==> config.mk <==
export PLATFORM = sky130hd
export DESIGN_NAME = gmii_rx_deframer
export DESIGN_NICKNAME = d
export VERILOG_FILES = /design/src/rtl/gmii_rx_deframer.sv
export SDC_FILE = /design/constraint.sdc
export NUM_CORES = 1
export LEC_CHECK = 0
export BUFFER_PORTS_ARGS = -buffer_cell sky130_fd_sc_hd__buf_2
export CORE_ASPECT_RATIO = 0.8
export CORE_MARGIN = 4
export CORE_UTILIZATION = 47
export DETAILED_ROUTE_END_ITERATION = 7
export GPL_TIMING_DRIVEN = 0
export PLACE_DENSITY = 0.68
export SLEW_MARGIN = 10
export SYNTH_ARGS = -nofsm -noshare
export SYNTH_HDL_FRONTEND = slang
export SYNTH_SLANG_ARGS = --single-unit
==> constraint.sdc <==
create_clock -name clk -period 2 [get_ports clk]
set_input_delay 0.4 -clock clk [delete_from_list [all_inputs] [get_ports clk]]
set_output_delay 0.4 -clock clk [all_outputs]
set_load 0.01 [all_outputs]
==> src/rtl/gmii_rx_deframer.sv <==
`timescale 1ns/1ps
// gmii_rx_deframer: GMII receive framing stage.
// Strips preamble/SFD, packs nibbles, emits a byte AXI-stream plus status.
module gmii_rx_deframer #(
  parameter int MIN_FRAME_LEN = 64,
  parameter int MAX_FRAME_LEN = 1518
) (
  input  logic       clk,
  input  logic       rst,
  input  logic [7:0] gmii_rxd,
  input  logic       gmii_rx_dv,
  input  logic       gmii_rx_er,
  input  logic [1:0] speed,
  output logic [7:0] m_axis_tdata,
  output logic       m_axis_tvalid,
  output logic       m_axis_tlast,
  output logic       m_axis_tuser,
  output logic       stat_rx_good_frame,
  output logic       stat_rx_bad_frame,
  output logic       stat_rx_framing_err
);

  localparam logic [15:0] MIN_LEN = 16'(MIN_FRAME_LEN);
  localparam logic [15:0] MAX_LEN = 16'(MAX_FRAME_LEN);

  typedef enum logic [1:0] {
    IDLE,
    PRE,
    PAY,
    DROP
  } state_t;

  state_t      state;
  logic        armed;
  logic        nib;
  logic        phase;
  logic        hold_vld;
  logic        err;
  logic [3:0]  lo;
  logic [7:0]  hold;
  logic [15:0] len;

  logic        nib_live;
  logic        is_pre;
  logic        is_sfd;
  logic        sof;
  logic        bad;
  logic [7:0]  byte_new;
  logic [15:0] len_inc;

  assign nib_live = (speed != 2'b10);

  always_comb begin
    is_pre   = nib_live ? (gmii_rxd[3:0] == 4'h5)
                        : (gmii_rxd == 8'h55);
    is_sfd   = nib_live ? (gmii_rxd[3:0] == 4'hD)
                        : (gmii_rxd == 8'hD5);
    byte_new = nib ? {gmii_rxd[3:0], lo} : gmii_rxd;
    len_inc  = (len == 16'hFFFF) ? len : len + 16'd1;
    bad      = err | phase
             | (len < MIN_LEN) | (len > MAX_LEN);
    // nibble SFD is only legal after a preamble nibble, i.e. from PRE
    sof      = gmii_rx_dv & armed & is_sfd
             & (((state == IDLE) & ~nib_live)
             | ((state == PRE) & ~gmii_rx_er));
  end

  always_ff @(posedge clk) begin
    if (rst) begin
      state               <= IDLE;
      armed               <= 1'b0;
      nib                 <= 1'b0;
      phase               <= 1'b0;
      hold_vld            <= 1'b0;
      err                 <= 1'b0;
      lo                  <= 4'h0;
      hold                <= 8'h00;
      len                 <= 16'h0;
      m_axis_tdata        <= 8'h00;
      m_axis_tvalid       <= 1'b0;
      m_axis_tlast        <= 1'b0;
      m_axis_tuser        <= 1'b0;
      stat_rx_good_frame  <= 1'b0;
      stat_rx_bad_frame   <= 1'b0;
      stat_rx_framing_err <= 1'b0;
    end else begin
      m_axis_tvalid       <= 1'b0;
      m_axis_tlast        <= 1'b0;
      m_axis_tuser        <= 1'b0;
      stat_rx_good_frame  <= 1'b0;
      stat_rx_bad_frame   <= 1'b0;
      stat_rx_framing_err <= 1'b0;

      // a frame already in flight at reset release is never entered
      if (!gmii_rx_dv) armed <= 1'b1;

      unique case (state)
        IDLE: begin
          if (gmii_rx_dv) begin
            if (!armed)      state <= DROP;
            else if (is_pre) state <= PRE;
            else if (sof)    state <= PAY;
            else             state <= DROP;
          end
        end
        PRE: begin
          if (!gmii_rx_dv) begin
            state               <= IDLE;
            stat_rx_framing_err <= 1'b1;
          end else if (gmii_rx_er) begin
            state               <= DROP;
            stat_rx_framing_err <= 1'b1;
          end else if (is_sfd) begin
            state <= PAY;
          end else if (!is_pre) begin
            state               <= DROP;
            stat_rx_framing_err <= 1'b1;
          end
        end
        PAY: begin
          if (gmii_rx_dv) begin
            if (gmii_rx_er) err <= 1'b1;
            if (nib && !phase) begin
              lo    <= gmii_rxd[3:0];
              phase <= 1'b1;
            end else begin
              phase    <= 1'b0;
              hold     <= byte_new;
              hold_vld <= 1'b1;
              len      <= len_inc;
              if (hold_vld) begin
                m_axis_tvalid <= 1'b1;
                m_axis_tdata  <= hold;
              end
            end
          end else begin
            state    <= IDLE;
            hold_vld <= 1'b0;
            phase    <= 1'b0;
            if (hold_vld) begin
              m_axis_tvalid      <= 1'b1;
              m_axis_tdata       <= hold;
              m_axis_tlast       <= 1'b1;
              m_axis_tuser       <= bad;
              stat_rx_good_frame <= ~bad;
              stat_rx_bad_frame  <= bad;
            end else begin
              stat_rx_bad_frame <= 1'b1;
            end
          end
        end
        DROP: begin
          if (!gmii_rx_dv) state <= IDLE;
        end
      endcase

      if (sof) begin
        nib      <= nib_live;
        len      <= 16'h0;
        err      <= 1'b0;
        phase    <= 1'b0;
        hold_vld <= 1'b0;
      end
    end
  end

endmodule

======== Word-level counts from Yosys, hierarchy flattened ========
Index checks and enable logic that the tools add are counted.
storage, ports and cells
  bits in registers ....................... 49
  word-level logic and storage cells ...... 92
  bits in writable memories ............... 0
  input bits .............................. 14
  bits in read-only memories .............. 0
  output and inout port bits .............. 14
  bits in latches ......................... 0
  memories ................................ 0
cells by class
  shift operators ......................... 0
  magnitude comparators ................... 2
  bitwise operators ....................... 17
  eq/ne operators ......................... 13
  div/mod/pow operators ................... 0
  $add $sub $neg .......................... 1
  reduce and logical (&&, ||, !) cells .... 15
  multiplexer cells ....................... 28
  multipliers ............................. 0
operators with widths
  operator                 count
  $mux W8                  4
  $add A16 B1 Y16 const B  1
  $eq A16 B16 Y1 const B   1
  $gt A16 B11 Y1 const B   1
  $lt A16 B7 Y1 const B    1
  $mux W2                  8
  $mux W1                  15
  $reduce_and A3 Y1        4
  $eq A8 B7 Y1 const B     1
  $eq A8 B8 Y1 const B     1
  $ne A2 B2 Y1 const B     4
  $not A1 Y1               8
  $reduce_or A2 Y1         4
  $pmux W2 S3              1
  $and A1 B1 Y1            5
  $ne A5 B5 Y1 const B     1
  $eq A2 B2 Y1 const B     2
  $eq A4 B3 Y1 const B     1
  $eq A4 B4 Y1 const B     1
  $or A1 B1 Y1             4
  $reduce_and A4 Y1        1
  $reduce_or A4 Y1         1
  $reduce_or A3 Y1         1
  $eq A2 B1 Y1 const B     1
  other kinds (4)          4

======== Depth between registers and ports, before layout ========
Gate-level depths: netlist (run 1).
  depth in word-level cells ............... 10
  mapped depth ............................ 8
  gate-level depth less buffers ........... 6

======== Worst setup path before layout (run 1) ========
No wires, ideal clock.
  path kind ............................... reg2reg
  start ................................... register len[0]
  end ..................................... register len[15]
  cell stages (with the launch flop) ...... 8
  library setup time ...................... 131 ps
  arrival time ............................ 1636 ps
  required time ........................... 1869 ps
  clock period less this slack ............ 1767 ps
  path buffers ............................ 1
  setup slack ............................. 233 ps
  path through ............................ dfxtp_1 ha_1 nand3_2 or3_1 buf_6 o21ai_4 mux2i_1 nor4_2
on the way
  cells in the longest elaborated chain, start to end .. 3
  elaborated cells on any way between the ends .. 4
  those cells by class .................... add/sub (1); eq/ne (1); bitwise (1); reduce/logical (1)
RTL lines
  what                                                     RTL line  source
  start: declaration                                       41        logic [15:0] len;
  start signal: assignment                                 130       len <= len_inc;
  branches (longest 3 deep; another with $add A16 B1 Y16)  --
Several ways; the timed one is not identified.
A chain may end at the register's enable or synchronous reset.

======== Worst setup path after layout (run 1) ========
  start ................................... register state[0]
  end ..................................... register len[1]
on the way
  cells in the longest elaborated chain, start to end .. 5
  elaborated cells on any way between the ends .. 9
  those cells by class .................... eq/ne (2); bitwise (4); reduce/logical (3)
RTL lines
  what                                              RTL line  source
  start: declaration                                33        state_t state;
  start signal: assignment                          70        state <= IDLE;
  start signal: assignment                          100       if (!armed) state <= DROP;
  start signal: assignment                          101       else if (is_pre) state <= PRE;
  $eq A2 B1 Y1 or $logic_not A2 Y1 (tied branches)  65, 64
  $and A1 B1 Y1 (on tied branches)                  65, 64
  $or A1 B1 Y1                                      65        | ((state == PRE) & ~gmii_rx_er));
  $and A1 B1 Y1                                     64        & (((state == IDLE) & ~nib_live)
  $reduce_or A2 Y1 (no source line)                 --
Several ways; a longest one is shown, not always the timed one.

==> results of run 1 <==
==> repair_timing <==
item / in CTS / in global routing
hold buffers: 0 / 0
buffers inserted: 0 / 1
setup endpoints to repair: 0 / 7
resized for setup: 0 / 4
==> state kept, by name, summed over array words and instances, names as in the netlist, 2 cells and up <==
name / cells
len: 16
state: 2
m_axis_tdata: 8
lo: 4
hold: 8
==> report_power, final <==
group	switching, mW	total, mW	internal [mW]
combinational	0.0685	0.114	0.0453
clock	0.324	0.732	0.408
sequential	0.0129	1.01	0.992
==> cell families (layout without fill, tap and decap cells) <==
kind of cell / count (synthesis) / after routing / synth area share (%)
xor+xnor: 10 / 10 / 3.84
flops: 49 / 49 / 43.0
compound gates: 41 / 41 / 12.9
fa+ha+maj: 1 / 1 / 0.548
buf+inv: 17 / 51 / 4.00
simple gates: 106 / 106 / 26.1
mux: 22 / 22 / 9.64
==> tightest hold or removal path, delay by kind of cell <==
family | cells | cell delay [ns]
AND/OR/NAND/NOR | 1 | 0.07
buffers and inverters | 1 | 0.12
AO/OA/AOI/OAI | 1 | 0.07
==> metal layers <==
layer  track usage, %  share of wire, %
met1             24.9                52
met2             24.3                42
met3             3.66               4.5
met4             5.10               1.2
met5                0                 0
==> cell type report <==
class	instances	area, sq um	area share, %
Buffer	11	68.8	2.63
Clock buffer	7	86.3	3.30
Clock inverter	1	30.0	1.15
Inverter	6	22.5	0.861
Multi-Input combinational cell	180	1220	46.5
Sequential cell	49	983	37.6
Tap cell	60	75.1	2.87
Timing Repair Buffer	26	133	5.07
==> layout by cell type (no fill, tap or decap), types with 3 or more instances in the layout <==
cell type	count
clkbuf_1	3
o211ai_1	5
o21ai_0	5
nand2b_1	3
nand2_1	11
a31oi_1	3
nand3b_1	3
dfxtp_1	47
a21oi_1	7
buf_2	29
mux2i_1	21
nand3_1	3
xor2_1	10
inv_1	6
nand4_1	5
a211oi_1	8
nor3_1	6
nor4_1	3
clkbuf_8	6
or3_1	4
nor2_1	45
buf_4	3
==> Yosys cell counts (2+ instances only) <==
library cell,n
and2_1,2
nand3_1,3
nand2b_1,3
nor3_1,6
or3_1,4
nand4_1,5
a211oi_1,8
nand2_1,11
nor2_1,45
mux2i_1,22
o21ai_0,5
a211o_1,2
clkbuf_1,2
inv_1,6
buf_2,4
and3_2,2
and3_1,2
nand3b_1,3
dfxtp_1,49
a31oi_1,3
buf_6,2
nor4_1,3
xor2_1,10
buf_4,2
o211ai_1,5
a21oi_1,7
==> final timing paths <==
path	end	slack (ns)	cells after the start
min	err	0.39	3
max reg2reg	len[1]	0.09	7
min reg2reg	m_axis_tdata[5]	0.49	2
max	len[1]	0.09	7
==> metrics, run 1 <==
final instance area=approximately 2600 sq um; n_diodes=0; fill count=438; HP Class=in -> reg; Slew Limit Fails=0; clock latency on the worst-skew pair=0.30 ns; total CTS buffers=5; initial antenna violation count=0; Top Ports=28; first-pass GRT wire length=8300 microns; DP HPWL=about 3600 microns; Die H=70.3 microns; CP Launch Point=state[0]; critical path endpoint category=flop; placed cells=~330; Via density=between 5 and 6; Core Area=about 4700 sq um; CP Cell Sequence=or3b_1 -> a211o_1 -> a21oi_2 -> or2_1 -> buf_4 -> buf_6 -> nor2_1; CP startpoint kind=flop; library cells used by synthesis=56; Layout area overhead=14.6%; layout cells sized above 1=21.1%; RR Startpoint=state[0]; crit-path max cell delay=about 0.40 ns; FP Rows=22; syn nets=approximately 260; number of global-route vias before repair=roughly 1700; Synth Register Bits=between 40 and 50; Post-route DRC=0; Setup Skew=between 0.007 and 0.008 ns; Initial DRC Count=between 50 and 60; CTS H-tree lvls=2; synthesized cell area=approximately 2300 sq um; Period minus WS final=1.91 ns; vias=about 1900; Util after Layout=between 50% and 60%; hold_sp=gmii_rx_er; DP Worst Slack=-0.0610 ns; asr flop ratio synth=0%; top post-synthesis cells by area=dfxtp_1 43%, mux2i_1 9.6%, nor2_1 7.4%; Global Route Usage Sum=~17%; Max-Cap Viols=0; initial core utilization=between 40 and 50%; clk root buf=clkbuf_8; biggest area consumer among synthesized cells=dfxtp_1; crit path kind=reg -> reg; Post-Route Setup TNS=0 ns; Worst VDD drop=0.000455 V; Slowest cell on crit path=or3b_1; largest net degree at the start of global routing=15; cell family with the largest share of critical-path delay=simple AND/OR/NAND/NOR gates; # setup viols final=0; CTS tree=done; Net count, final=between 200 and 300; Max-slew headroom=around 66%; Max Buffers Root-to-Sink=2; CTS Sinks=a little under 50; Final Non-Filler Cells=340; Yosys top cell area share=43.0%; Pwr Total=~1.9 mW; drt total wl=approximately 4900 microns; die width=around 86 microns; status=finished clean; DRT Pass-1 Iters=4; Placer Congestion=0.885; CP Data Arrival Time=~2.1 ns; fmax=~520 MHz; fin crit share=about 95%; Yosys Warn Count=0; GRT overflow=0; RSZ-0062 raised after global routing=true; number of nets still failing antenna checks after routing=0; Mapped Cells=~250; die area=about 6000 sq um; sequential cell area fraction in the yosys report=between 40% and 50%; placed cell areas=about 2500 sq um; prevailing post-synth register cell=dfxtp_1; CP Max Fanout=10; Post-synth EDFFs=0; Setup WS post-layout=about 0.09 ns; Post-Syn Area per Cell=around 9.3 sq um; slew of the pin with the lowest slew margin=0.505 ns; number of port buffers=25; Final Hold Fails=0; Pwr per Cell Area=707 nW/um^2; leakage power=about 1.0 nW; post-DR wirelength/cell=around 14 microns; worst hold slack=~0.4 ns; CP required=2.19 ns; clock slew at reported path FFs=0.09 ns; CP bufs+invs=2
Note: power is estimated with default switching activity, not from simulation.
==> inputs of run 2 (changes only) <==
--- a/config.mk
+++ b/config.mk
@@ -11,7 +11,7 @@
 export CORE_UTILIZATION = 47
 export DETAILED_ROUTE_END_ITERATION = 7
 export GPL_TIMING_DRIVEN = 0
-export PLACE_DENSITY = 0.68
+export PLACE_DENSITY = 0.7
 export SLEW_MARGIN = 10
 export SYNTH_ARGS = -nofsm -noshare
 export SYNTH_HDL_FRONTEND = slang
==> constraint.sdc (replaced) <==
create_clock -name clk -period 1.6 [get_ports clk]
set_input_delay 0.32 -clock clk [delete_from_list [all_inputs] [get_ports clk]]
set_output_delay 0.32 -clock clk [all_outputs]
set_load 0.01 [all_outputs]
==> run 2 against run 1 <==
  * The flow now finishes with violations (negative setup slack)
  * Total power up 14%
  * Setup slack worse by 0.20 ns
  * Clock skew down 0.0017 ns
  * Largest power group unchanged
  * Highest routed layer unchanged
==> metrics, run 2 (synthesis gave the netlist of run 1 again) <==
status=finished, violations left; failing checks=negative setup slack; crit path kind=reg -> reg; FF-to-FF End=len[4]; Comb pwr share=8.8% (+2.6 points); Largest register FFs=16 (unchanged); drt total wl=5230 microns (+6.3%); first-pass GRT wire length=7980 microns (-3.9%); n_diodes=0 (unchanged); number of port buffers=25 (unchanged); Core Area=4650 sq um (unchanged); DRT Pass-1 Iters=4 (unchanged); largest registers=len (16), hold (8), m_axis_tdata (8); R2R cell count=7 (unchanged); Placer Congestion=0.817 (-7.6%); largest net degree at the start of global routing=14 (-1); fill count=407 (-7.1%); reg-to-reg setup timing slack=-0.11 ns (-0.20 ns); Util after Layout=61.5% (+5.3 points); GRT overflow=0 (unchanged); Slew Limit Fails=0 (unchanged); Net Sw Power=498 uW (+23%); CP Max Fanout=8 (-2); # setup viols final=19 (+19); clock latency on the worst-skew pair=0.30 ns (about the same); RSZ-0062 raised after global routing=true; CTS Sinks=49 (unchanged); most common cell after layout, fill and taps aside=dfxtp_1; Max Buffers Root-to-Sink=2 (unchanged); Net count, final=309 (+5.1%); CP startpoint kind=flop; Top reg by flops=len; Top Ports=28 (unchanged); initial antenna violation count=0 (unchanged); CTS Hold Bufs=0 (unchanged); GR peak layer=met1; clk root buf=clkbuf_8; Setup WS post-layout=-0.108 ns (-0.198 ns); Net Sw Frac=23.7% (+1.8 points); CTS tree=done; HP Class=in -> reg; RR Startpoint=state[0]; Initial DRC Count=88 (+69%); Final Non-Filler Cells=353 (+3.8%); Period minus WS final=1.71 ns (-0.202 ns); Clock Power Share=31.9% (-7.6 points); post-DR wirelength/cell=14.8 microns (+2.3%); DP Worst Slack=-0.262 ns (-0.201 ns); critical path endpoint category=flop; Max-slew headroom=62.5% (-3.8 points); Post-route DRC=0 (unchanged); Max-Cap Viols=0 (unchanged); grt met1 use=23.8% (-1.1 points); FP Rows=22 (unchanged); most frequent cells in the layout=39 x dfxtp_1, 38 x nor2_1, 27 x buf_2, 22 x mux2i_1, 14 x buf_4; Layout area overhead=25.3%; vias=1924 (+1.5%); placed cells=331 (unchanged); Die H=70.3 microns (unchanged); Final Hold Fails=0 (unchanged); die area=6040 sq um (unchanged); total CTS buffers=5 (unchanged); Via density=5.45 (-2.3%); Global Route Usage Sum=16.4% (-0.47 points); fin crit share=107% (+11 points); initial core utilization=49.1% (unchanged); worst hold slack=0.330 ns (-0.0610 ns); CTS H-tree lvls=2 (unchanged); Setup Skew=0.00619 ns (-0.00173 ns); internal cell power=1.61 mW (+11%); CP Data Arrival Time=1.90 ns (-0.20 ns); layout cells sized above 1=31.7% (+11 points); fmax=586 MHz (+12%); sequential power share=59.4% (+5.1 points); clock slew at reported path FFs=0.08 ns (about the same); CP required=1.79 ns (-0.40 ns); number of nets still failing antenna checks after routing=0 (unchanged); number of global-route vias before repair=1705 (-2.5%); Worst VDD drop=0.000334 V (-27%); M3 GR Usage=3.89% (+0.24 points); Pwr per Cell Area=735 nW/um^2 (+3.9%); hold_sp=gmii_rxd[0]; leakage power=1.12 nW (+9.1%); endpoint with the worst hold slack=lo[0]; die width=85.9 microns (unchanged); hold path cells=3 (unchanged); M2 GR Usage=23.4% (-0.94 points); slew of the pin with the lowest slew margin=0.563 ns (+0.0577 ns); DP HPWL=3430 microns (-3.5%)
## run 2: cell count changes in the layout (fill, tap and decap cells not counted), moves of 2 or more
cell | before | now
a211oi_1 | 8 | 5
dfxtp_1 | 47 | 39
buf_4 | 3 | 14
nor2_2 | 0 | 5
buf_6 | 2 | 6
dfxtp_2 | 2 | 5
dfxtp_4 | 0 | 5
nor2_4 | 0 | 2
buf_2 | 29 | 27
a211oi_2 | 0 | 3
nor2_1 | 45 | 38
## run 2: final cells by class
type | instances | area, sq um | area share [%]
clock inverter | 1 | 5.00 | 0.175
sequential | 49 | 1010 | 35.2
buffer | 10 | 83.8 | 2.93
multi-input combinational | 180 | 1330 | 46.3
tap | 60 | 75.1 | 2.62
timing repair buffer | 42 | 275 | 9.62
clock buffer | 5 | 68.8 | 2.40
inverter | 6 | 22.5 | 0.787
## run 2: critical path, stage by stage (launching register included)
cell       delay (ns)
dfxtp_4          0.36
or3b_1           0.37
a211o_1          0.30
a21oi_2          0.13
or2_1            0.13
buf_6            0.14
clkbuf_16        0.15
nor2_1           0.03
## run 2: power groups by stage
stage                     logic (mW)  clock network, mW  registers [mW]
after floorplan               0.0916                  0            1.28
after CTS                      0.161              0.693            1.25
after global placement         0.139                  0            1.28
after detailed placement       0.141                  0            1.29
after global routing           0.202              0.730            1.25
final                          0.184              0.670            1.25
## run 2: how the worst max path moves through the flow
stage | slack, ns | start | endpoint | depth (start not counted)
after global routing | -0.16 | len[1] | len[6] | 7
after global placement | -0.26 | gmii_rxd[1] | len[1] | 8
after floorplan | -0.03 | len[1] | len[1] | 7
final | -0.11 | state[0] | len[4] | 7
after CTS | -0.1 | len[0] | len[15] | 7
after detailed placement | -0.26 | gmii_rxd[1] | len[1] | 8
## run 2: per-layer routing
metal  wire length (microns)  vias up
li1                        -      976
met4                      66        0
met2                    2330       38
met3                     223        7
met5                       0        -
met1                    2610      903
## run 2: stage by stage
step | area [sq um] | power [mW] | TNS (ns)
floorplan | 2300 | 1.37 | -0.194
global placement | 2500 | 1.42 | -5.43
detailed placement | 2500 | 1.43 | -6.10
CTS | 2710 | 2.11 | -1.27
global route | 2860 | 2.18 | -2.67
finish | 2860 | 2.10 | -1.44
## run 2: timing repair
action | CTS | global route
cloned | 0 | 2
gates resized for setup | 19 | 23
buffers inserted | 10 | 6
setup endpoints to repair | 36 | 37
pin swaps | 6 | 4
